$ cat src/rtl/fib_host_pkg.sv
// Shared types and defaults for the fib kernel request initiator.
package fib_host_pkg;

    localparam int DEF_WIDTH   = 32;
    localparam int DEF_TIMEOUT = 4096;
    localparam int DEF_RST_CYC = 2;

    // Sequencer states, 3-bit encoding.
    typedef enum logic [2:0] {
        ST_INIT    = 3'd0,
        ST_IDLE    = 3'd1,
        ST_REQ     = 3'd2,
        ST_WAIT    = 3'd3,
        ST_RECOVER = 3'd4,
        ST_RESP    = 3'd5
    } state_t;

    // Bits needed to count 0..v-1; never less than one bit.
    function automatic int clog2_min1(input int v);
        return (v <= 2) ? 1 : $clog2(v);
    endfunction

endpackage

$ cat src/rtl/fib_host_watchdog.sv
// Clearable up-counter that flags when it sits on its last count (TIMEOUT-1).
module fib_host_watchdog
    import fib_host_pkg::*;
#(
    parameter int TIMEOUT = DEF_TIMEOUT,
    parameter int CW      = clog2_min1(TIMEOUT)
) (
    input  logic i_w_clk,
    input  logic i_w_res_n,
    input  logic i_w_clr,
    input  logic i_w_en,
    output logic o_w_expire
);

    logic [CW-1:0] r_cnt;

    // Count enabled cycles; clear wins over enable.
    always_ff @(posedge i_w_clk or negedge i_w_res_n) begin
        if (!i_w_res_n) begin
            r_cnt <= '0;
        end else if (i_w_clr) begin
            r_cnt <= '0;
        end else if (i_w_en) begin
            r_cnt <= r_cnt + 1'b1;
        end
    end

    assign o_w_expire = (r_cnt == CW'(TIMEOUT - 1));

endmodule

$ cat src/rtl/fib_host_seq.sv
// Drives one fib kernel job at a time: accept argument, pulse req, wait for
// fin (or time out and reset the kernel), then return the result.
//
// Handshakes: a word moves on an edge where valid and ready are both high.
// The host holds o_r_m_valid/o_r_m_o/o_r_m_err stable until i_w_m_ready;
// o_r_s_ready and o_r_m_valid are never high together.
module fib_host_seq
    import fib_host_pkg::*;
#(
    parameter int WIDTH   = DEF_WIDTH,
    parameter int TIMEOUT = DEF_TIMEOUT,
    parameter int RST_CYC = DEF_RST_CYC
) (
    input  logic                    i_w_clk,
    input  logic                    i_w_res_n,
    input  logic                    i_w_s_valid,
    output logic                    o_r_s_ready,
    input  logic signed [WIDTH-1:0] i_w_s_n,
    output logic                    o_r_m_valid,
    input  logic                    i_w_m_ready,
    output logic signed [WIDTH-1:0] o_r_m_o,
    output logic                    o_r_m_err,
    output logic                    o_r_kern_res_p,
    output logic                    o_r_kern_ce_p,
    output logic                    o_r_kern_req_p,
    output logic signed [WIDTH-1:0] o_r_kern_n,
    input  logic                    i_w_kern_fin_p,
    input  logic signed [WIDTH-1:0] i_w_kern_o,
    output state_t                  o_r_dbg_state
);

    localparam int RW = clog2_min1(RST_CYC);

    state_t                  r_state;
    logic [RW-1:0]           r_rec_cnt;

    state_t                  w_state_nxt;
    logic [RW-1:0]           w_rec_cnt_nxt;
    logic                    w_s_ready_nxt;
    logic                    w_m_valid_nxt;
    logic signed [WIDTH-1:0] w_m_o_nxt;
    logic                    w_m_err_nxt;
    logic                    w_kern_res_nxt;
    logic                    w_kern_ce_nxt;
    logic                    w_kern_req_nxt;
    logic signed [WIDTH-1:0] w_kern_n_nxt;
    logic                    w_wd_clr;
    logic                    w_wd_en;
    logic                    w_wd_expire;

    fib_host_watchdog #(
        .TIMEOUT (TIMEOUT)
    ) u_watchdog (
        .i_w_clk    (i_w_clk),
        .i_w_res_n  (i_w_res_n),
        .i_w_clr    (w_wd_clr),
        .i_w_en     (w_wd_en),
        .o_w_expire (w_wd_expire)
    );

    // State and every output are registers; reset holds the kernel in reset.
    always_ff @(posedge i_w_clk or negedge i_w_res_n) begin
        if (!i_w_res_n) begin
            r_state        <= ST_INIT;
            r_rec_cnt      <= '0;
            o_r_s_ready    <= 1'b0;
            o_r_m_valid    <= 1'b0;
            o_r_m_o        <= '0;
            o_r_m_err      <= 1'b0;
            o_r_kern_res_p <= 1'b1;
            o_r_kern_ce_p  <= 1'b0;
            o_r_kern_req_p <= 1'b0;
            o_r_kern_n     <= '0;
        end else begin
            r_state        <= w_state_nxt;
            r_rec_cnt      <= w_rec_cnt_nxt;
            o_r_s_ready    <= w_s_ready_nxt;
            o_r_m_valid    <= w_m_valid_nxt;
            o_r_m_o        <= w_m_o_nxt;
            o_r_m_err      <= w_m_err_nxt;
            o_r_kern_res_p <= w_kern_res_nxt;
            o_r_kern_ce_p  <= w_kern_ce_nxt;
            o_r_kern_req_p <= w_kern_req_nxt;
            o_r_kern_n     <= w_kern_n_nxt;
        end
    end

    // Next-state and next-output decode; everything holds unless a state acts.
    always_comb begin
        w_state_nxt    = r_state;
        w_rec_cnt_nxt  = r_rec_cnt;
        w_s_ready_nxt  = o_r_s_ready;
        w_m_valid_nxt  = o_r_m_valid;
        w_m_o_nxt      = o_r_m_o;
        w_m_err_nxt    = o_r_m_err;
        w_kern_res_nxt = o_r_kern_res_p;
        w_kern_ce_nxt  = o_r_kern_ce_p;
        w_kern_req_nxt = o_r_kern_req_p;
        w_kern_n_nxt   = o_r_kern_n;
        w_wd_clr       = 1'b0;
        w_wd_en        = 1'b0;

        case (r_state)
            ST_INIT: begin
                w_kern_res_nxt = 1'b0;
                w_kern_ce_nxt  = 1'b1;
                w_s_ready_nxt  = 1'b1;
                w_state_nxt    = ST_IDLE;
            end
            ST_IDLE: begin
                if (i_w_s_valid && o_r_s_ready) begin
                    w_kern_n_nxt   = i_w_s_n;
                    w_s_ready_nxt  = 1'b0;
                    w_kern_req_nxt = 1'b1;
                    w_state_nxt    = ST_REQ;
                end
            end
            ST_REQ: begin
                // Counter reads 0 in the first WAIT cycle.
                w_kern_req_nxt = 1'b0;
                w_wd_clr       = 1'b1;
                w_state_nxt    = ST_WAIT;
            end
            ST_WAIT: begin
                w_wd_en = 1'b1;
                if (i_w_kern_fin_p) begin
                    // fin beats a timeout landing on the same edge.
                    w_m_o_nxt     = i_w_kern_o;
                    w_m_err_nxt   = 1'b0;
                    w_m_valid_nxt = 1'b1;
                    w_state_nxt   = ST_RESP;
                end else if (w_wd_expire) begin
                    w_m_o_nxt      = '0;
                    w_m_err_nxt    = 1'b1;
                    w_kern_res_nxt = 1'b1;
                    w_rec_cnt_nxt  = '0;
                    w_state_nxt    = ST_RECOVER;
                end
            end
            ST_RECOVER: begin
                if (r_rec_cnt == RW'(RST_CYC - 1)) begin
                    w_kern_res_nxt = 1'b0;
                    w_m_valid_nxt  = 1'b1;
                    w_state_nxt    = ST_RESP;
                end else begin
                    w_rec_cnt_nxt = r_rec_cnt + 1'b1;
                end
            end
            ST_RESP: begin
                if (i_w_m_ready) begin
                    w_m_valid_nxt = 1'b0;
                    w_s_ready_nxt = 1'b1;
                    w_state_nxt   = ST_IDLE;
                end
            end
            default: begin
                w_state_nxt = ST_INIT;
            end
        endcase
    end

    assign o_r_dbg_state = r_state;

endmodule

$ cat config.mk
export PLATFORM = sky130hd
export DESIGN_NAME = fib_host_seq
export DESIGN_NICKNAME = d
export VERILOG_FILES = /design/src/rtl/fib_host_pkg.sv /design/src/rtl/fib_host_watchdog.sv /design/src/rtl/fib_host_seq.sv
export SDC_FILE = /design/constraint.sdc
export NUM_CORES = 1
export LEC_CHECK = 0
export ABC_AREA = 1
export CAP_MARGIN = 30
export CORE_ASPECT_RATIO = 0.5
export CORE_MARGIN = 5
export CORE_UTILIZATION = 30
export CTS_CLUSTER_DIAMETER = 40
export DETAILED_ROUTE_END_ITERATION = 16
export PLACE_DENSITY = 0.61
export SLEW_MARGIN = 10
export SYNTH_ARGS = -nofsm -noshare
export SYNTH_HDL_FRONTEND = slang
export SYNTH_SLANG_ARGS = --single-unit
$ cat constraint.sdc
create_clock -name i_w_clk -period 2.1 [get_ports i_w_clk]
set_input_delay 0.21 -clock i_w_clk [delete_from_list [all_inputs] [get_ports i_w_clk]]
set_output_delay 0.21 -clock i_w_clk [all_outputs]
set_load 0.005 [all_outputs]
==> flow_summary.json <==
{
  "p_leak_nw": 2.721,
  "fillers": 1178,
  "drtIter0Drc": 151,
  "cp-end-kind": "primary output",
  "worstReg2RegEnd": "o_r_kern_res_p",
  "synth_top_family_by_area": "simple AND/OR/NAND/NOR gates",
  "final_common_cell": "nand2_1",
  "dp.cells": 728,
  "rsz0062_at_grt": "no",
  "cts_buffer_depth": 2,
  "period_share_pct": 80.28,
  "routedWlPerCell_um": 13.53,
  "clock-sinks": 86,
  "synth.distinct_cells": 27,
  "grt_pass1_wl_mm": 16.56,
  "period_minus_slack_ps": 1686,
  "grt_max_degree": 45,
  "cp.depth": 1,
  "cts_tree": "built",
  "synth_nets": 500,
  "ant_nets": 0,
  "power.total_mw": 7.080,
  "synthAdderAreaFrac_pct": 0.3405,
  "synth_area_leaders": "dfrtp_1 58%, nand2_1 21%, nand3_1 5.9%",
  "diodes": 0,
  "track_usage_pct": 13.93,
  "critPathLaunch": "o_r_dbg_state[1]",
  "clock_skew_ps": 5.717,
  "critical_path_required_ps": 1890,
  "path_max_fanout": 8,
  "dieArea_um2": 14700,
  "drive_gt1_share_pct": 6.379,
  "synth.top_cell.area_share_pct": 57.88,
  "arrival_ps": 1480,
  "rows": 28,
  "clock.fmax_ghz": 0.5932,
  "boundaryPins": 142,
  "die_w_um": 166.5,
  "yosys_warnings": 0,
  "ys_seq_area_share_pct": 58.60,
  "hold_viol_final": 0,
  "hpwlAfterDp_mm": 7.199,
  "syn_inst": 430,
  "r2r_slack_ps": 480,
  "p_per_area_nw_per_um2": 1267,
  "holdWs_ps": 406.8,
  "fp.dieH_um": 88.26,
  "cts_buffers": 9,
  "port_buffers": 141,
  "synthesis.area_um2": 3675,
  "path_buf_inv": 1,
  "cp_cell_sequence": "clkdlybuf4s50_1",
  "slew_violations": 0,
  "htreeDepth": 3,
  "syn_area_per_cell_um2": 8.546,
  "multi_input_area_um2": 1289,
  "relSlewSlack_pct": 60.62,
  "cp-start-kind": "register",
  "place_congestion": 0.8183,
  "tns_ps": 0,
  "yosys.area.top_type": "dfrtp_1",
  "synthMuxAreaShare_pct": 0,
  "clk_pin_slew_ps": 60,
  "setup_viol": 0,
  "antenna_found_initial": 0,
  "crit_path_top_delay_cell": "clkdlybuf4s50_1",
  "coreArea_um2": 11910,
  "worstRegToRegCells": 9,
  "critPathKind": "reg -> out",
  "synth-simple-area-share_pct": 32.24,
  "fin_cells": 745,
  "clk_latency_ps": 330,
  "start_util_pct": 30.85,
  "max_stage_delay_ps": 600,
  "fin_util_pct": 46.92,
  "ys_ff_latch": 86,
  "root_buffer": "clkbuf_16",
  "overflow": 0,
  "first_global_vias": 3288,
  "outcome": "complete, no violations",
  "tightest_slew_ps": 590.7,
  "drc": 0,
  "synth-xor-area-share_pct": 0.2383,
  "ir_worst_vdd_uv": 425.7,
  "area_growth_pct": 52.09,
  "maxCapViolCount": 0,
  "drt-pass1-iter-count": 4,
  "hold_class": "in -> reg",
  "finalWirelength_mm": 10.08,
  "synth-compound-area-share_pct": 2.247,
  "regArea_um2": 2153,
  "endpoint": "o_r_dbg_state[1]",
  "cpLargestDelayFamily": "buffers and inverters",
  "layout_common_cells": "208 x nand2_1, 140 x clkdlybuf4s50_1, 85 x dfrtp_1",
  "vias": 3234,
  "final_nets": 645,
  "r2r-start": "u_watchdog.r_cnt[0]",
  "via_per_inst": 4.341
}
[through the flow]
| step | setup slack, ps | cell area (um^2) |
|---|---|---|
| global placement | 514.9 | 5263 |
| global route | 295.1 | 5589 |
| floorplan | 610.5 | 3675 |
| detailed placement | 460.9 | 5263 |
| CTS | 380.5 | 5589 |
| finish | 414.2 | 5589 |
[cells in the mapped netlist]
| cell | count |
|---|---|
| nand2_1 | 208 |
| dfrtp_1 | 85 |
| nand3_1 | 43 |
| nor2_1 | 23 |
| inv_1 | 18 |
| buf_6 | 8 |
| buf_2 | 7 |
| o21ai_0 | 7 |
| inv_2 | 5 |
| nand4_1 | 5 |
| a21oi_1 | 4 |
| buf_1 | 2 |
| a22o_1 | 1 |
| a31oi_1 | 1 |
| buf_4 | 1 |
| dfstp_2 | 1 |
| ha_1 | 1 |
| inv_4 | 1 |
| nand2_2 | 1 |
| nand3_2 | 1 |
| nand3_4 | 1 |
| nor2_4 | 1 |
| nor3_1 | 1 |
| nor4_4 | 1 |
| o21ai_1 | 1 |
| o21bai_1 | 1 |
| xor2_1 | 1 |
[area by class of cell]
| type | instances | share of cell area (%) |
|---|---|---|
| Clock buffer | 12 | 4.410 |
| Tap cell | 165 | 3.694 |
| Timing Repair Buffer | 152 | 27.40 |
| Sequential cell | 86 | 38.53 |
| Inverter | 24 | 1.657 |
| Multi-Input combinational cell | 302 | 23.06 |
| Clock inverter | 4 | 1.254 |
[per-layer routing]
metal	GRT usage [%]	wire length (um)	vias to the layer above
met5	0	0	-
met2	23.68	4986	71
met4	4.454	124	0
met1	17.85	4541	1526
li1	-	-	1625
met3	3.570	424	12
[registers in the layout (all words and copies together) (netlist names)]
name / count
o_r_dbg_state: 3
o_r_kern_ce_p: 1
o_r_kern_n: 32
o_r_kern_req_p: 1
o_r_kern_res_p: 1
o_r_m_err: 1
o_r_m_o: 32
o_r_m_valid: 1
o_r_s_ready: 1
r_rec_cnt: 1
u_watchdog.r_cnt: 12
[report_power, final]
group,switching [mW],internal (mW)
sequential,0.395,2.29
clock,0.629,1.07
combinational,1.13,1.56
[kinds of logic after synthesis]
family                   Yosys count
XOR/XNOR                           1
buffers and inverters             42
AO/OA/AOI/OAI                     15
AND/OR/NAND/NOR                  285
adder cells (fa/ha/maj)            1
flip-flops                        86
[how the worst min path moves through the flow]
| stage | from | to | slack [ps] | cells after the start |
|---|---|---|---|---|
| after floorplan | i_w_res_n | o_r_dbg_state[0] | -90 | 0 |
| after global placement | i_w_res_n | o_r_m_o[23] | 250 | 1 |
| after detailed placement | i_w_res_n | o_r_m_o[26] | 260 | 1 |
| after CTS | i_w_s_n[21] | o_r_kern_n[21] | 390 | 3 |
| after global routing | i_w_kern_o[10] | o_r_m_o[10] | 410 | 3 |
| final | i_w_s_n[26] | o_r_kern_n[26] | 410 | 3 |
[what timing repair did]
action,CTS,global route
gates resized for setup,0,0
hold buffers,1,0
hold endpoints to repair,41,0
setup buffers,0,0
Power figures use the tool's default switching activity.
